--- config.mk ---
export PLATFORM = sky130hd
export DESIGN_NAME = bit_count_seq
export DESIGN_NICKNAME = d
export VERILOG_FILES = /design/src/rtl/bit_count_seq.sv
export SDC_FILE = /design/constraint.sdc
export NUM_CORES = 1
export LEC_CHECK = 0
export ABC_AREA = 1
export CAP_MARGIN = 40
export CORE_ASPECT_RATIO = 1.4
export CORE_MARGIN = 10
export CORE_UTILIZATION = 57
export CTS_CLUSTER_SIZE = 8
export DETAILED_ROUTE_END_ITERATION = 10
export PLACE_DENSITY = 0.81
export SETUP_SLACK_MARGIN = 0.3
export SLEW_MARGIN = 20
export SYNTH_ARGS = -nofsm -noshare
export SYNTH_HDL_FRONTEND = slang
export SYNTH_SLANG_ARGS = --single-unit
--- constraint.sdc ---
create_clock -name i_clk -period 2.8 [get_ports i_clk]
set_input_delay 0.28 -clock i_clk [delete_from_list [all_inputs] [get_ports i_clk]]
set_output_delay 0.28 -clock i_clk [all_outputs]
set_load 0.005 [all_outputs]
--- src/rtl/bit_count_seq.sv ---
// -----------------------------------------------------------------------------
// bit_count_seq
//
// Sequential bit counter. Scans the vector {i_argA, i_argB} CHUNK bits per
// clock and produces one of four counts: ones, zeros, leading zeros (from the
// MSB of i_argA) or trailing zeros (from the LSB of i_argB). The result is
// wide enough to hold 0..LEN, so it never wraps.
//
// Ports
//   i_clk       clock, rising edge
//   i_rst       synchronous reset, active-high, highest priority
//   i_start     request, sampled only while o_busy is low
//   i_mode      00 ones, 01 zeros, 10 leading zeros, 11 trailing zeros
//   i_argA      upper half of the scanned vector (sign is irrelevant)
//   i_argB      lower half of the scanned vector
//   o_result    count, held until the next result is produced
//   o_valid     one-cycle pulse when o_result is updated
//   o_busy      high while scanning
//   o_overflow  count exceeds what a BITS-wide legacy result could hold
// -----------------------------------------------------------------------------
module bit_count_seq #(
  parameter int BITS  = 8,
  parameter int LEN   = 2 * BITS,
  parameter int CHUNK = 2,
  parameter int OUT_W = $clog2(LEN + 1)
) (
  input  logic             i_clk,
  input  logic             i_rst,
  input  logic             i_start,
  input  logic [1:0]       i_mode,
  input  logic [BITS-1:0]  i_argA,
  input  logic [BITS-1:0]  i_argB,
  output logic [OUT_W-1:0] o_result,
  output logic             o_valid,
  output logic             o_busy,
  output logic             o_overflow
);

  localparam int          NCHUNK     = LEN / CHUNK;
  localparam int          CNT_W      = $clog2(NCHUNK + 1);
  localparam int unsigned LEGACY_MAX = (2 ** BITS) - 1;

  if (CHUNK < 1 || (LEN % CHUNK) != 0) begin : g_bad_chunk
    $error("bit_count_seq: CHUNK must be >= 1 and divide LEN");
  end

  typedef enum logic [1:0] {
    IDLE = 2'd0,
    RUN  = 2'd1,
    DONE = 2'd2
  } state_e;

  typedef enum logic [1:0] {
    MODE_ONES  = 2'b00,
    MODE_ZEROS = 2'b01,
    MODE_LZ    = 2'b10,
    MODE_TZ    = 2'b11
  } mode_e;

  state_e            state_q, state_n;
  mode_e             mode_q,  mode_n;
  logic [LEN-1:0]    vec_q,   vec_n;
  logic [OUT_W-1:0]  acc_q,   acc_n;
  logic              stop_q,  stop_n;
  logic [CNT_W-1:0]  cnt_q,   cnt_n;
  logic [OUT_W-1:0]  res_q,   res_n;
  logic              ovf_q,   ovf_n;

  // Per-chunk datapath: what the accumulator, stop flag and vector become
  // after consuming the chunk currently at the scan end of vec_q.
  logic [CHUNK-1:0]  chunk;
  logic [OUT_W-1:0]  acc_step;
  logic              stop_step;
  logic [LEN-1:0]    vec_shift;

  always_comb begin
    // NOTE: every signal written here gets a default first, so no path leaves
    // one unassigned and no latch is inferred.
    chunk     = (mode_q == MODE_LZ) ? vec_q[LEN-1 -: CHUNK] : vec_q[CHUNK-1:0];
    vec_shift = (mode_q == MODE_LZ) ? (vec_q << CHUNK) : (vec_q >> CHUNK);
    acc_step  = acc_q;
    stop_step = stop_q;
    for (int i = 0; i < CHUNK; i++) begin
      case (mode_q)
        MODE_ONES: begin
          if (chunk[i]) acc_step = acc_step + OUT_W'(1);
        end
        MODE_ZEROS: begin
          if (!chunk[i]) acc_step = acc_step + OUT_W'(1);
        end
        MODE_LZ: begin
          // Leading zeros walk the chunk MSB first.
          if (!stop_step) begin
            if (chunk[CHUNK-1-i]) stop_step = 1'b1;
            else                  acc_step  = acc_step + OUT_W'(1);
          end
        end
        default: begin
          // Trailing zeros walk the chunk LSB first.
          if (!stop_step) begin
            if (chunk[i]) stop_step = 1'b1;
            else          acc_step  = acc_step + OUT_W'(1);
          end
        end
      endcase
    end
  end

  // Next-state and register-load logic.
  always_comb begin
    state_n = state_q;
    mode_n  = mode_q;
    vec_n   = vec_q;
    acc_n   = acc_q;
    stop_n  = stop_q;
    cnt_n   = cnt_q;
    res_n   = res_q;
    ovf_n   = ovf_q;
    case (state_q)
      IDLE, DONE: begin
        state_n = IDLE;
        if (i_start) begin
          state_n = RUN;
          mode_n  = mode_e'(i_mode);
          vec_n   = {i_argA, i_argB};
          acc_n   = '0;
          stop_n  = 1'b0;
          cnt_n   = CNT_W'(NCHUNK);
        end
      end
      RUN: begin
        vec_n  = vec_shift;
        acc_n  = acc_step;
        stop_n = stop_step;
        cnt_n  = cnt_q - CNT_W'(1);
        if (cnt_q == CNT_W'(1)) begin
          // Last chunk: publish the final count as we enter DONE.
          state_n = DONE;
          res_n   = acc_step;
          ovf_n   = 32'(acc_step) > LEGACY_MAX;
        end
      end
      default: state_n = IDLE;
    endcase
  end

  // NOTE: registers are updated with non-blocking assignments so every flop
  // samples the pre-edge values, independent of statement order.
  always_ff @(posedge i_clk) begin
    if (i_rst) begin
      state_q <= IDLE;
      mode_q  <= MODE_ONES;
      vec_q   <= '0;
      acc_q   <= '0;
      stop_q  <= 1'b0;
      cnt_q   <= '0;
      res_q   <= '0;
      ovf_q   <= 1'b0;
    end else begin
      state_q <= state_n;
      mode_q  <= mode_n;
      vec_q   <= vec_n;
      acc_q   <= acc_n;
      stop_q  <= stop_n;
      cnt_q   <= cnt_n;
      res_q   <= res_n;
      ovf_q   <= ovf_n;
    end
  end

  assign o_busy     = (state_q == RUN);
  assign o_valid    = (state_q == DONE);
  assign o_result   = res_q;
  assign o_overflow = ovf_q;

endmodule

-- Word level (Yosys, flattened, before mapping)
Index checks and enable logic that the tools add are counted.
- bits in registers: 35
- output and inout bits: 8
- add/subtract/negate cells: 3
- equal/unequal tests: 7
- multiplexer cells: 33
- reduce and logical (&&, ||, !) cells: 8
- operators by type and width (kind ; count):
    2-to-1 mux 5 bit ; 11
    2-to-1 mux 16 bit ; 2
    case mux 16 bit (2 select lines) ; 1
    case mux 5 bit (3 select lines) ; 2
    adder 5 x 1 -> 5 bit (second input constant) ; 2
    case mux 5 bit (2 select lines) ; 1
    2-to-1 mux 1 bit ; 8
    case mux 4 bit (2 select lines) ; 1
    case mux 1 bit (2 select lines) ; 3
    AND reduction 2 bit ; 3
    == test 2 x 1 -> 1 bit (second input constant) ; 2
    == test 2 bit (second input constant) ; 2
    == test 4 x 1 -> 1 bit (second input constant) ; 1
    zero test 2 bit ; 2
    2-to-1 mux 2 bit ; 2
    2-to-1 mux 4 bit ; 1
    case mux 2 bit (2 select lines) ; 1
    OR reduction 2 bit ; 2
    subtractor 4 x 1 -> 4 bit (second input constant) ; 1
    inequality test 2 x 1 -> 1 bit (second input constant) ; 1
    inequality test 2 bit (second input constant) ; 1
    nonzero test 2 bit ; 1

-- Longest topological paths before layout
Gate-level depths: netlist of the first run.
- depth after elaboration: 10
- mapped depth: 24

-- Worst setup path before layout of the first run
Ideal clock, no wire load.
- path kind: register to register
- start: register mode_q[0]
- end: register acc_q[2]
- library setup time: 132 ps
- data arrival time: 2122 ps
- required time: 2668 ps
- path slack: 546 ps
- stages on the path, launching flop included: 20
- path buffers: 2
- period minus slack after synthesis: 2254 ps
- cell sequence: dfxtp_1 > buf_6 > inv_4 > nand3_2 > nand2_2 > buf_6 > nand2_1 > nand3_1 > nand2_1 > o21ai_2 > inv_1 > ha_1 > inv_1 > nand2_1 > nand2_1 > inv_2 > a22oi_1 > nand3_1 > o21ai_1 > a21oi_1
- cells in the longest elaborated chain, start to end: 10
- elaborated cells between the ends (all ways): 24
- those cells by class: add/sub: 1; eq/ne: 2; mux: 19; reduce/logical: 2
- ends and longest elaborated chain (item ; RTL line ; RTL):
    start: declaration ; 61 ; mode_e mode_q, mode_n;
    start signal: assignment ; 161 ; mode_q <= mode_n;
    == test 2 bit ; 79, 84 ;
    2-to-1 mux 2 bit ; 79 ; chunk = (mode_q == MODE_LZ) ? vec_q[LEN-1 -: CHUNK] : vec_q[CHUNK-1:0];
    2-to-1 mux 5 bit, on equally long branches ; 89, 101, 94 ;
    2-to-1 mux 5 bit, on equally long branches ; 100, 93 ;
    case mux 5 bit (3 select lines) ; 84 ; case (mode_q)
    adder 5 x 1 -> 5 bit ; -- ;
    2-to-1 mux 5 bit, on equally long branches ; 89, 101, 94 ;
    2-to-1 mux 5 bit, on equally long branches ; 100, 93 ;
    case mux 5 bit (3 select lines) (*) ; 84 ;
    case mux 5 bit (2 select lines) (*) ; 119 ; case (state_q)
    end signal: assignment ; 163 ; acc_q <= acc_n;
    end: declaration ; 63 ; logic [OUT_W-1:0] acc_q, acc_n;
Every way passes the cells marked *; elsewhere a longest branch is shown, timed or not.
A chain may end at the register's enable or synchronous reset.

-- Worst setup path in the final report of the first run
- start: register mode_q[0]
- end: register res_q[1], in the netlist o_result[1]
- cells in the longest elaborated chain, start to end: 9
- elaborated cells between the ends (all ways): 23
- those cells by class: add/sub: 1; eq/ne: 2; mux: 18; reduce/logical: 2
- ends and longest elaborated chain (item ; RTL line ; RTL):
    == test 2 bit ; 79, 84 ;
    2-to-1 mux 2 bit ; 79 ;
    2-to-1 mux 5 bit, on equally long branches ; 89, 101, 94 ;
    2-to-1 mux 5 bit, on equally long branches ; 100, 93 ;
    case mux 5 bit (3 select lines) ; 84 ;
    adder 5 x 1 -> 5 bit ; -- ;
    2-to-1 mux 5 bit, on equally long branches ; 89, 101, 94 ;
    2-to-1 mux 5 bit, on equally long branches ; 100, 93 ;
    case mux 5 bit (3 select lines) (*) ; 84 ;
    end signal: assignment ; 166 ; res_q <= res_n;
    end: declaration ; 66 ; logic [OUT_W-1:0] res_q, res_n;
Marks and branches as above.

==> reports/metrics.yaml, run 1 <==
outcome: "finished clean"
switching_power_mw: 0.623
syn-num-nets: 442
cts.htree.levels: 2
track_usage: 0.189
dp_slack_ns: 0.363
ant_nets: 0
final_layout_size_suffix_gt1_frac: 0.136
antenna_found_initial: 0
gp_congestion: 1.02
async_flop_share: 0
finalNetCount: 474
yosys_warnings: 0
yosysMostFrequentCell: "nand2_1"
synth_ff_type: "dfxtp_1"
endpoint_kind: "flip-flop"
syn_avg_cell_area_sq_um: 6.11
area_delta_synth_final_pct: 18.9
coreArea_sq_mm: 0.00427
power.leakage_nw: 1.38
seqPwrFrac: 0.372
n_antenna_cell: 0
swShare: 0.392
synth_cell_type_count: 33
holdPathEnd: "cnt_q[3]$_SDFFE_PP0P_"
crit_path_start_kind: "flip-flop"
synthCells: 417
io_pins: 29
p_per_area_mw_per_mm2: 524
max_stage_delay_ns: 0.33
wl_per_cell_um: 14.3
reg2reg_to: "o_result[1]$_SDFFE_PP0P_"
r2r-start: "mode_q[0]$_SDFFE_PP0P_"
criticalPathCategory: "flip-flop to flip-flop"
cts_made_buffers: 5
grt_setup_unrepaired: "true"
yosys_register_bits: 35
num_vias: 2850
die-area_sq_mm: 0.00759
finalSetupViolCount: 0
drc: 0
ir_drop_mv: 0.381
grt_remaining_overflow: 0
initial_core_util: 0.597
path_max_fanout: 6
hp-class: "flip-flop to flip-flop"
grt_pass1_wl_um: 12100
fin_skew_ns: 0.00660
post-route-period-util: 0.850
worst_hold_path.num_cells: 1
drv_slew: 0
crit_slowest_cell: "dfxtp_2"
fin_tns_setup_ns: 0
clockPowerShare: 0.218
numPortBuffers: 27
viasPerCell: 5.59
dieWidth_um: 76.5
fin_ws_ns: 0.420
final_util: 0.709
relSlewSlack: 0.600
max_cap_violations: 0
cts_tree: "done"
rows: 28
cp.required_ns: 2.98
worstPathCellList: "inv_4 > nand3_1 > nand2_2 > a21oi_1 > nand2_1 > nand2_1 > o21ai_2 > inv_2 > ha_2 > o21ai_2 > nand2_1 > o211ai_1 > o2111ai_2 > nor2_1 > nor2_1"
die_h_um: 99.1
clk_pin_slew_worst_paths_ns: 0.07
cts_hold_buf: 0
synth-edff-count: 0
yosysSeqAreaShare: 0.275
r2r_cells: 15
routed_wl_um: 7320
synth_top_cell_by_area: "dfxtp_1"
cts-root-buf: "clkbuf_8"
grt_max_degree: 28
min-delay-start: "cnt_q[3]$_SDFFE_PP0P_"
cp_data_arrival_time_ns: 2.56
tightest_slew_ns: 0.599
netlist_top_cells_count: "95 x nand2_1, 50 x a21oi_1, 45 x nand3_1, 41 x nor2_1, 41 x o21ai_0"
dr.first_iter.drc_count: 237
dp_hpwl_um: 5680
final-hold-violation-count: 0
clock_path_buffers: 2
p_int_mw: 0.965
layout_min_cycle_time_ns: 2.38
cpMostUsedCell: "nand2_1"
cts_resized: 0
synth_top_cell_area_share: 0.275
max_freq_mhz: 420
p_comb_frac: 0.410
cts_setup_buffers: 0
clkSinkCount: 35
first_pass_iters: 5
clkLatencyLatePin_ns: 0.28
syn-cell-area_sq_mm: 0.00255
rrSetupSlack_ns: 0.42
grt_pass1_vias: 2669
synth_area_leaders: "dfxtp_1 27%, nand2_1 14%, a21oi_1 9.8%, nand3_1 8.8%, o21ai_0 8.0%"
state kept, by name (all words and copies together) (netlist names):
name	flops
o_result	5
cnt_q	4
mode_q	2
stop_q	1
acc_q	5
state_q	2
vec_q	16
metrics by stage:
step	area (sq um)	power, mW	hold WS, ns	std cells
finish	3030	1.59	0.437	510
floorplan	2550	1.05	0.364	417
global route	3030	1.70	0.461	510
global placement	2920	1.21	0.418	502
CTS	3010	1.57	0.437	510
detailed placement	2920	1.22	0.427	502
layout by cell type, fill, tap and decap left out, drive strengths merged:
cell / count
a21oi: 51
a221oi: 1
a22oi: 2
buf: 16
clkbuf: 7
clkdlybuf4s50: 27
clkinv: 1
conb: 1
dfxtp: 35
ha: 4
inv: 44
nand2: 102
nand3: 49
nand4: 2
nor2: 45
nor4: 1
o2111ai: 2
o211ai: 2
o21ai: 53
o221ai: 2
o22ai: 2
xor2: 1
cell type report:
cell class,count,area (sq um)
multi-input combinational,320,1610
fill,400,1240
sequential,35,707
timing repair buffer,43,390
inverter,44,168
clock buffer,7,76.3
tap,60,75.1
clock inverter,1,5.00
worst max path at each step:
| stage | cells after the start | slack [ns] | from | to |
|---|---|---|---|---|
| 2_1_floorplan | 19 | 0.55 | mode_q[0]$_SDFFE_PP0P_ | acc_q[2]$_SDFFE_PP0P_ |
| 3_3_place_gp | 14 | 0.38 | mode_q[1]$_SDFFE_PP0P_ | o_result[1]$_SDFFE_PP0P_ |
| 3_5_place_dp | 14 | 0.36 | mode_q[1]$_SDFFE_PP0P_ | o_result[1]$_SDFFE_PP0P_ |
| 4_1_cts | 14 | 0.35 | mode_q[1]$_SDFFE_PP0P_ | o_result[1]$_SDFFE_PP0P_ |
| 5_1_grt | 23 | 0.28 | mode_q[0]$_SDFFE_PP0P_ | o_result[4]$_SDFFE_PP0P_ |
| 6_report | 15 | 0.42 | mode_q[0]$_SDFFE_PP0P_ | o_result[1]$_SDFFE_PP0P_ |
cells by family (layout without fill, tap and decap cells):
| family | after synthesis | in the layout | share of synthesized area |
|---|---|---|---|
| xor gates and xnor gates | 1 | 1 | 0.00344 |
| DFF | 35 | 35 | 0.275 |
| AOI/OAI and AO/OA | 115 | 115 | 0.244 |
| buffers and inverters | 62 | 95 | 0.102 |
| other | 1 | 1 | 0.00147 |
| and+or+nand+nor | 199 | 199 | 0.355 |
| adders and majority gates | 4 | 4 | 0.0196 |
routing by layer:
metal  vias up  global-route usage  routed length, um
met5         -                   0                  0
met4         0               0.100                268
met3        22              0.0288                282
met2        96               0.352               3830
met1      1274               0.198               2930
li1       1458                   -                  -
power groups by stage:
stage          sequential [mW]  combinational, mW  clock [mW]
6_report                 0.592              0.651       0.346
4_1_cts                  0.589              0.624       0.355
3_5_place_dp             0.600              0.620           0
2_1_floorplan            0.587              0.462           0
5_1_grt                  0.596              0.730       0.374
3_3_place_gp             0.598              0.613           0
worst max-delay path, delay by kind of cell (launching register included):
family / cells / cell delay [ns]
AOI/OAI and AO/OA: 5 / 0.75
and+or+nand+nor: 7 / 0.73
DFF: 1 / 0.33
adders and majority gates: 1 / 0.31
buffers and inverters: 2 / 0.17
(Power assumes the default switching activity.)
==> run 2: changes to the inputs <==
HOLD_SLACK_MARGIN = 0.08   (was unset)
==> results of run 2 <==
Final layout, timing and power as in run 1 (identical DEF).
==> run 3: changes to the inputs <==
CORE_MARGIN = 2   (was 10)
PLACE_DENSITY = unset   (was 0.81)
PLACE_DENSITY_LB_ADDON = 0.25   (was unset)
==> run 3 against run 2 <==
Effect of this change: setup slack improved by 0.054 ns; sequential share of layout area decreased by 0.67 points; fmax increased by 2.3%; cell area increased by 3.0%; register-to-register slack improved by 0.05 ns; non-clock buffer count increased by 1; worst hold slack improved by 0.016 ns; via count increased by 2.7%; wire length decreased by 1.1%; count of clock-buffer cells in the layout decreased by 1; clock power increased by 57%; clock skew increased by 0.0018 ns; critical path type unchanged.
==> reports/metrics.yaml, run 3 (synthesis results as in run 1) <==
outcome: "finished clean"
max_stage_delay_ns: 0.34
hp-class: "flip-flop to flip-flop"
area_delta_synth_final_pct: 22.4
cp_data_arrival_time_ns: 2.52
io_pins: 29
worstPathCellList: "ha_1 > inv_1 > nand3_1 > nand3_1 > nand2_1 > o21ai_2 > inv_2 > ha_2 > o21ai_2 > nand2_1 > o211ai_1 > o2111ai_2 > nor2_1 > nor2_1"
dr.first_iter.drc_count: 231
initial_core_util: 0.597
endpoint_kind: "flip-flop"
grt_remaining_overflow: 0
grt_pass1_wl_um: 11800
finalSetupViolCount: 0
layout_commonest_cell: "nand2_1"
cts.htree.levels: 2
final_layout_size_suffix_gt1_frac: 0.144
ant_nets: 0
first_pass_iters: 7
numPortBuffers: 27
swShare: 0.359
finalPower_mw: 1.80
cts_tree: "done"
switching_power_mw: 0.645
ir_drop_mv: 0.394
cp_num_buf_inv: 2
grt_max_degree: 25
num_vias: 2926
critPathTopFamily: "adder cells"
p_per_area_mw_per_mm2: 576
relSlewSlack: 0.593
grt_pass1_vias: 2678
fin_tns_setup_ns: 0
clkLatencyLatePin_ns: 0.30
seqPwrFrac: 0.330
finalNetCount: 475
post-route-period-util: 0.831
tightest_slew_ns: 0.609
max_freq_mhz: 430
cp.required_ns: 2.99
dieWidth_um: 60.5
layout_min_cycle_time_ns: 2.33
fill_cells: 396
final_cells: 511
die-area_sq_mm: 0.00503
coreArea_sq_mm: 0.00427
place_area_sq_mm: 0.00290
post-place-cells: 499
track_usage: 0.298
p_comb_frac: 0.368
wl_per_cell_um: 14.2
viasPerCell: 5.73
crit_slowest_cell: "dfxtp_1"
rows: 28
regMostFlops: "vec_q"
cts_made_buffers: 5
gp_congestion: 1.04
largest_reg_flops: 16
clock_path_buffers: 2
n_antenna_cell: 0
cts-root-buf: "clkbuf_8"
dp_hpwl_um: 5310
max_cap_violations: 0
clkSinkCount: 35
drc: 0
stdcell_area_sq_mm: 0.00312
power.leakage_nw: 1.42
p_int_mw: 1.15
final_cell_mix: "93 x nand2_1, 50 x a21oi_1, 43 x nand3_1"
clk_pin_slew_worst_paths_ns: 0.08
crit_path_start_kind: "flip-flop"
final-hold-violation-count: 0
drv_slew: 0
path_max_fanout: 3
antenna_found_initial: 0
die_h_um: 83.1
criticalPathCategory: "flip-flop to flip-flop"
grt_setup_unrepaired: "true"
fin_skew_ns: 0.00839
routed_wl_um: 7230
clockPowerShare: 0.302
## run 3: cell types whose count changed in the layout (fill, tap and decap cells not counted), sizes merged
cell / previous run / this run
buf: 16 / 17
clkbuf: 7 / 6
clkinv: 1 / 0
bufinv: 0 / 2
## run 3: power groups by stage
stage                     Combinational, mW  Sequential, mW  Clock (mW)
after floorplan                       0.462           0.587           0
after global placement                0.601           0.598           0
after detailed placement              0.609           0.599           0
after CTS                             0.613           0.589       0.546
after global routing                  0.737           0.597       0.567
final                                 0.661           0.594       0.543
## run 3: final timing paths
check	end	slack, ns	cells after the start	start
worst max-delay path	o_result[1]$_SDFFE_PP0P_	0.47	14	acc_q[0]$_SDFFE_PP0P_
worst min-delay path	cnt_q[3]$_SDFFE_PP0P_	0.45	1	cnt_q[3]$_SDFFE_PP0P_
worst max register to register	o_result[1]$_SDFFE_PP0P_	0.47	14	acc_q[0]$_SDFFE_PP0P_
worst min register to register	cnt_q[3]$_SDFFE_PP0P_	0.45	1	cnt_q[3]$_SDFFE_PP0P_
## run 3: area by class of cell
cell class,instances,area (sq um),area share
multi-input combinational,320,1640,0.526
sequential,35,707,0.226
timing repair buffer,44,398,0.127
inverter,44,168,0.0537
tap,60,75.1,0.0240
clock buffer,6,72.6,0.0232
clock inverter,2,60.1,0.0192
## run 3: per-stage QoR
| step | worst slack [ns] | util | hold slack (ns) |
|---|---|---|---|
| 2_1_floorplan | 0.546 | - | 0.364 |
| 3_3_place_gp | 0.350 | 0.679 | 0.418 |
| 3_5_place_dp | 0.301 | 0.679 | 0.443 |
| 4_1_cts | 0.301 | 0.710 | 0.453 |
| 5_1_grt | 0.269 | 0.730 | 0.482 |
| 6_report | 0.473 | 0.730 | 0.453 |
## run 3: routing by layer
| layer | share of wire | GRT usage | vias up |
|---|---|---|---|
| li1 | - | - | 1454 |
| met1 | 0.38 | 0.352 | 1330 |
| met2 | 0.53 | 0.517 | 108 |
| met3 | 0.044 | 0.0312 | 34 |
| met4 | 0.043 | 0.138 | 0 |
| met5 | 0 | 0 | - |
## run 3: repair_timing
item	in CTS	in global routing
resized for setup	0	17
setup endpoints to repair	0	8
hold buffers	0	0
buffers inserted	0	4
